$ cat config.mk
export PLATFORM = sky130hd
export DESIGN_NAME = control_estacionamiento
export DESIGN_NICKNAME = d
export VERILOG_FILES = /design/src/rtl/control_estacionamiento.sv
export SDC_FILE = /design/constraint.sdc
export NUM_CORES = 1
export LEC_CHECK = 0
export CAP_MARGIN = 20
export CORE_MARGIN = 5
export CORE_UTILIZATION = 50
export CTS_CLUSTER_DIAMETER = 60
export DETAILED_ROUTE_END_ITERATION = 16
export DONT_BUFFER_PORTS = 1
export GPL_TIMING_DRIVEN = 0
export MAX_ROUTING_LAYER = met4
export PLACE_DENSITY = 0.75
export SYNTH_ARGS = -nofsm -noshare
export SYNTH_HDL_FRONTEND = slang
export SYNTH_SLANG_ARGS = --single-unit
$ cat constraint.sdc
create_clock -name clk -period 3.8 [get_ports clk]
set_input_delay 0.76 -clock clk [delete_from_list [all_inputs] [get_ports clk]]
set_output_delay 0.76 -clock clk [all_outputs]
set_load 0.01 [all_outputs]
$ cat src/rtl/control_estacionamiento.sv
// Parking-lot occupancy counter and entry-barrier sequencer.
// Counts cars from detector pulses and opens the barrier on request, with a no-show timeout and a post-entry hold.
module control_estacionamiento #(
    parameter int  CAPACITY    = 16,
    parameter int  OPEN_CYCLES = 50,
    parameter int  HOLD_CYCLES = 10,
    localparam int CNT_W       = $clog2(CAPACITY + 1)
) (
    input  logic             clk,
    input  logic             rst_n,
    input  logic             pedido,
    input  logic             entrada,
    input  logic             salida,
    output logic [CNT_W-1:0] ocupacion,
    output logic             lleno,
    output logic             vacio,
    output logic             barrera,
    output logic             rechazo,
    output logic             timeout,
    output logic             error
);

    localparam int MAX_T = (OPEN_CYCLES > HOLD_CYCLES) ? OPEN_CYCLES : HOLD_CYCLES;
    localparam int TMR_W = $clog2(MAX_T);
    localparam logic [TMR_W-1:0] OPEN_LAST = TMR_W'(OPEN_CYCLES - 1);
    localparam logic [TMR_W-1:0] HOLD_LAST = TMR_W'(HOLD_CYCLES - 1);
    localparam logic [CNT_W-1:0] CAP_VAL   = CNT_W'(CAPACITY);

    typedef enum logic [1:0] {
        CERRADA = 2'd0,
        ABIERTA = 2'd1,
        ESPERA  = 2'd2
    } estado_t;

    estado_t          state_q, state_d;
    logic [TMR_W-1:0] timer_q, timer_d;
    logic [CNT_W-1:0] ocupacion_q, ocupacion_d;
    logic             barrera_q, barrera_d;
    logic             timeout_q, timeout_d;
    logic             error_q, error_d;

    assign ocupacion = ocupacion_q;
    assign barrera   = barrera_q;
    assign timeout   = timeout_q;
    assign error     = error_q;
    assign lleno     = (ocupacion_q == CAP_VAL);
    assign vacio     = (ocupacion_q == '0);
    assign rechazo   = (state_q == CERRADA) && pedido && lleno;

    // Simultaneous entrada and salida cancel out, even at the count limits.
    always_comb begin
        ocupacion_d = ocupacion_q;
        error_d     = error_q;
        if (entrada && !salida) begin
            if (!lleno) ocupacion_d = ocupacion_q + CNT_W'(1);
            else        error_d     = 1'b1;
        end else if (salida && !entrada) begin
            if (!vacio) ocupacion_d = ocupacion_q - CNT_W'(1);
            else        error_d     = 1'b1;
        end
    end

    always_comb begin
        state_d   = state_q;
        timer_d   = timer_q;
        timeout_d = 1'b0;
        case (state_q)
            CERRADA: begin
                if (pedido && !lleno) begin
                    state_d = ABIERTA;
                    timer_d = '0;
                end
            end
            ABIERTA: begin
                timer_d = timer_q + TMR_W'(1);
                if (entrada) begin
                    state_d = ESPERA;
                    timer_d = '0;
                end else if (timer_q == OPEN_LAST) begin
                    state_d   = CERRADA;
                    timer_d   = '0;
                    timeout_d = 1'b1;
                end
            end
            ESPERA: begin
                timer_d = timer_q + TMR_W'(1);
                if (timer_q == HOLD_LAST) begin
                    state_d = CERRADA;
                    timer_d = '0;
                end
            end
            default: begin
                state_d = CERRADA;
                timer_d = '0;
            end
        endcase
        // Registered from the next state so barrera is a clean flop output.
        barrera_d = (state_d != CERRADA);
    end

    always_ff @(posedge clk or negedge rst_n) begin
        if (!rst_n) begin
            state_q     <= CERRADA;
            timer_q     <= '0;
            ocupacion_q <= '0;
            barrera_q   <= 1'b0;
            timeout_q   <= 1'b0;
            error_q     <= 1'b0;
        end else begin
            state_q     <= state_d;
            timer_q     <= timer_d;
            ocupacion_q <= ocupacion_d;
            barrera_q   <= barrera_d;
            timeout_q   <= timeout_d;
            error_q     <= error_d;
        end
    end

endmodule

# Yosys cells after proc, flatten, opt, wreduce, memory -nomap -nowiden

Cells that the tools add are included.

Reductions and logical operators: 15
Multiplexer cells: 21
$add $sub $neg: 3
Equal/unequal tests: 9

Operator list:

| operator              | number |
|---|---|
| $mux W6               | 4 |
| $mux W5               | 4 |
| $pmux W6 S3           | 1 |
| $mux W2               | 4 |
| $mux W1               | 7 |
| $add A6 B1 Y6 const B | 1 |
| $eq A6 B4 Y1 const B  | 1 |
| $eq A6 B6 Y1 const B  | 1 |
| $pmux W2 S3           | 1 |
| $reduce_and A3 Y1     | 2 |
| $reduce_bool A2 Y1    | 3 |
| $add A5 B1 Y5 const B | 1 |
| $eq A5 B5 Y1 const B  | 1 |
| $logic_and A1 B1 Y1   | 5 |
| $logic_not A5 Y1      | 1 |
| $sub A5 B1 Y5 const B | 1 |
| $ne A2 B1 Y1 const B  | 2 |
| $ne A2 B2 Y1 const B  | 2 |
| $logic_not A1 Y1      | 3 |
| $eq A2 B1 Y1 const B  | 1 |
| $eq A2 B2 Y1 const B  | 1 |
| $logic_not A2 Y1      | 1 |

Output and inout port bits: 11
Word-level logic and storage cells: 54
Bits of input ports: 5
Register bits after elaboration: 16

# Depth between registers and ports, before layout

Depth after elaboration: 6
Depth in mapped cells: 8
Gate-level depth less buffers: 8

# Least setup slack after synthesis

Ideal clock, no wire load.

Kind: input -> register
Start: input salida
End: register ocupacion_q[4], in the netlist ocupacion[4]
Library setup time: 104 ps
Path buffers: 0
Data arrival time: 2332 ps
Stages: 8
Setup slack: 1364 ps
Cells stage by stage: inv_1 > ha_1 > inv_1 > fa_1 > a21o_1 > a21o_1 > or4_1 > o311ai_1

Word-level cells in the longest chain between the ends: 4

RTL lines:

| element                                                     | line | RTL |
|---|---|---|
| from (decl)                                                 | 13   | `input logic salida,` |
| $logic_not A1 Y1                                            | 54   | `if (entrada && !salida) begin` |
| $logic_and A1 B1 Y1                                         | 54   |  |
| $ne A2 B1 Y1 (no source line), or another cell as far along | -    |  |
| $reduce_and A3 Y1 (no source line)                          | -    |  |
| to (signal assigned)                                        | 112  | `ocupacion_q <= ocupacion_d;` |
| to (decl)                                                   | 37   | `logic [CNT_W-1:0] ocupacion_q, ocupacion_d;` |

Parallel ways exist; a longest one is shown, timed or not.
A chain may end at the register's enable or synchronous reset.

# Worst setup path after layout

Start: register ocupacion_q[0], in the netlist ocupacion[0]
End: output rechazo

Word-level cells in the longest chain between the ends: 2

RTL lines:

| element             | line | RTL |
|---|---|---|
| $eq A5 B5 Y1        | 46   | `assign lleno = (ocupacion_q == CAP_VAL);` |
| named net lleno     | 15   | `output logic lleno,` |
| $logic_and A1 B1 Y1 | 48   | `assign rechazo = (state_q == CERRADA) && pedido && lleno;` |
| to (decl)           | 18   | `output logic rechazo,` |

The timed path passes the listed nets, and every way through them passes these cells.

==> qor.txt <==
Netlist cell types - 39
Worst path slowest cell - dfrtp_1
Setup-failing EPs final - 0
Slew HR - 71.2%
Worst Path Required - 3.04 ns
Total GRT Usage - 16.0%
CTS clk-pin slew, worst paths - 0.10 ns
post-layout util - 57.3%
via/cell ratio - 6.04
clock tree root driver cell - clkbuf_4
Core Region - 2000 µm²
Chip Height - 56.4 µm
Mapped Cells - 111
kind of critical path - flop to output pin
Setup Buffers After CTS - 0
Max FO, Critical Path - 8
Max Transition Viols Final - 0
critical path arrival - 1.78 ns
Fmax achieved - 393 MHz
crit path cell chain - nor4_4 > nand2_1 > inv_1 > and3_1
top cells by area, synth - dfrtp_1, ha_1, nand2_1
Fill cells - 177
I/O Pins - 16
largest net degree at the start of global routing - 17
CP Capture Type - output pin
Clock Skew - 0.00905 ns
FF+latch count, synth - 16
minimum clock period - 2.54 ns
grt total ovfl - 0
Max-Cap Viols - 0
Main synth FF type - dfrtp_1
most common cell in the netlist - nand2_1
CTS tree - done
Iter 0 DRT Violations - 14
Tightest Pin Transition - 0.429 ns
FP Rows - 16
worst vdd ir - 0.408 mV
pwr/cell area - 693 nW/µm²
Syn Std Cell Area - 1080 µm²
met2 Use GR - 27.4%
leading area contributor after synthesis - dfrtp_1
drt total wl - 2210 µm
first-pass GRT wire length - 3910 µm
H-tree levels - 1
number of buffers created by CTS - 3
RSZ-0062 raised after global routing - false
NumNets Final - 132
final instance area - 1150 µm²
Post-route DRC - 0
setup TNS - 0 ns
Final Hold Fails - 0
clk buf depth - 2
routability cong. - 0.749
Resize count post-CTS - 0
area of the multi-input gates - 642 µm²
via count - 857
IO Port Bufs - 0
clk_lat worst skew - 0.29 ns
fraction of registers with async set/reset - 100%
Reg area - 400 µm²
met3 Use GR - 4.36%
CTS Hold Bufs - 0
hold crit path type - input pin to async pin
CTS sink cnt - 16
dpl hpwl - 1740 µm
vias in the first global route - 885
Post-synth top cells - nand2_1, dfrtp_1, ha_1, inv_1
setup slack after layout - 1.26 ns
area share of the largest cell type after synthesis - 37.2%
syn avg cell area - 9.69 µm²
Die Area - 3180 µm²
Area Growth Syn to Fin - 6.51%
dpl cell area - 1110 µm²
number of routed nets with antenna violations - 0
Worst Setup Start Kind - flop
Net Count, Synth - 127
met1 GRT Util - 16.9%
Initial Util - 53.8%
number of synthesized flops with an enable pin - 0
antenna cells - 0
First-pass DRT Iterations - 4
leakage - 0.475 nW
layout cells sized above 1 - 10.4%
Seq/Total Area, Yosys - 37.2%
Most Crowded Layer GR - met2
Final period util - 66.9%
Ys Warns - 0
initial antenna violation count - 0
Worst path top cell family by delay - simple AND/OR/NAND/NOR gates
status - complete, no violations
Pwr Total - 0.795 mW
wire length per cell - 15.6 µm
slowest stage delay, CP - 0.51 ns
die width - 56.4 µm
Buf/Inv on CP - 1
Setup Slack @ Placement - 1.18 ns
cell usage in the layout (no fill, tap or decap), types with 2 or more instances in the layout:
cell type  Yosys  routed
nand2_1       17      17
dfrtp_1       16      16
ha_1          10      10
inv_1          7       7
nor3_1         4       4
a21o_1         4       4
o21ai_0        4       4
o211ai_1       4       4
a21oi_1        3       3
or2_2          3       3
xnor2_1        3       3
o2111ai_1      3       3
clkbuf_4       0       3
clkbuf_1       2       2
nand4b_1       2       2
nor2b_1        2       2
a31oi_1        2       2
nand3_1        2       2
o311ai_1       2       2
area by class of cell:
type / count / area share, %
multi-input cells: 86 / 56.0
inverters: 7 / 2.29
flip-flops and latches: 16 / 34.9
plain buffers: 2 / 0.655
well taps: 27 / 2.95
clock buffers: 4 / 3.17
sequential cells by signal (all words and copies together) (netlist names):
| register | count |
|---|---|
| barrera | 1 |
| error | 1 |
| ocupacion | 5 |
| state_q | 2 |
| timeout | 1 |
| timer_q | 6 |
cells by family after synthesis:
family	share of synthesized area, %
AO/OA/AOI/OAI	23.4
XOR/XNOR	3.26
adder cells (fa/ha/maj)	13.5
buffers and inverters	3.14
flip-flops	37.2
AND/OR/NAND/NOR	19.5
stage by stage:
step	hold WS, ns	instances
after floorplan	0.464	111
after global routing	0.130	142
after global placement	0.465	138
final	0.151	142
after detailed placement	0.465	138
after CTS	0.143	142
worst paths after layout:
kind                              start            to  slack (ns)  cells past startpoint
min                               rst_n    timer_q[3]        0.15                      0
max in group asynchronous         rst_n       barrera        3.57                      0
min reg2reg                       error         error        0.57                      1
max                        ocupacion[0]       rechazo        1.26                      4
max reg2reg                ocupacion[0]  ocupacion[4]        1.82                      5
min in group clk                  error         error        0.57                      1
routing by layer:
layer	vias to the layer above	part of all wire (%)
met1	416	40
met2	15	54
met3	4	4.0
met5	-	0
met4	0	1.7
li1	422	-
power by group:
part / switching (mW) / internal [mW]
clock: 0.0551 / 0.0583
combinational: 0.204 / 0.161
sequential: 0.0945 / 0.222
No activity file was read; power rests on OpenSTA's default activity.
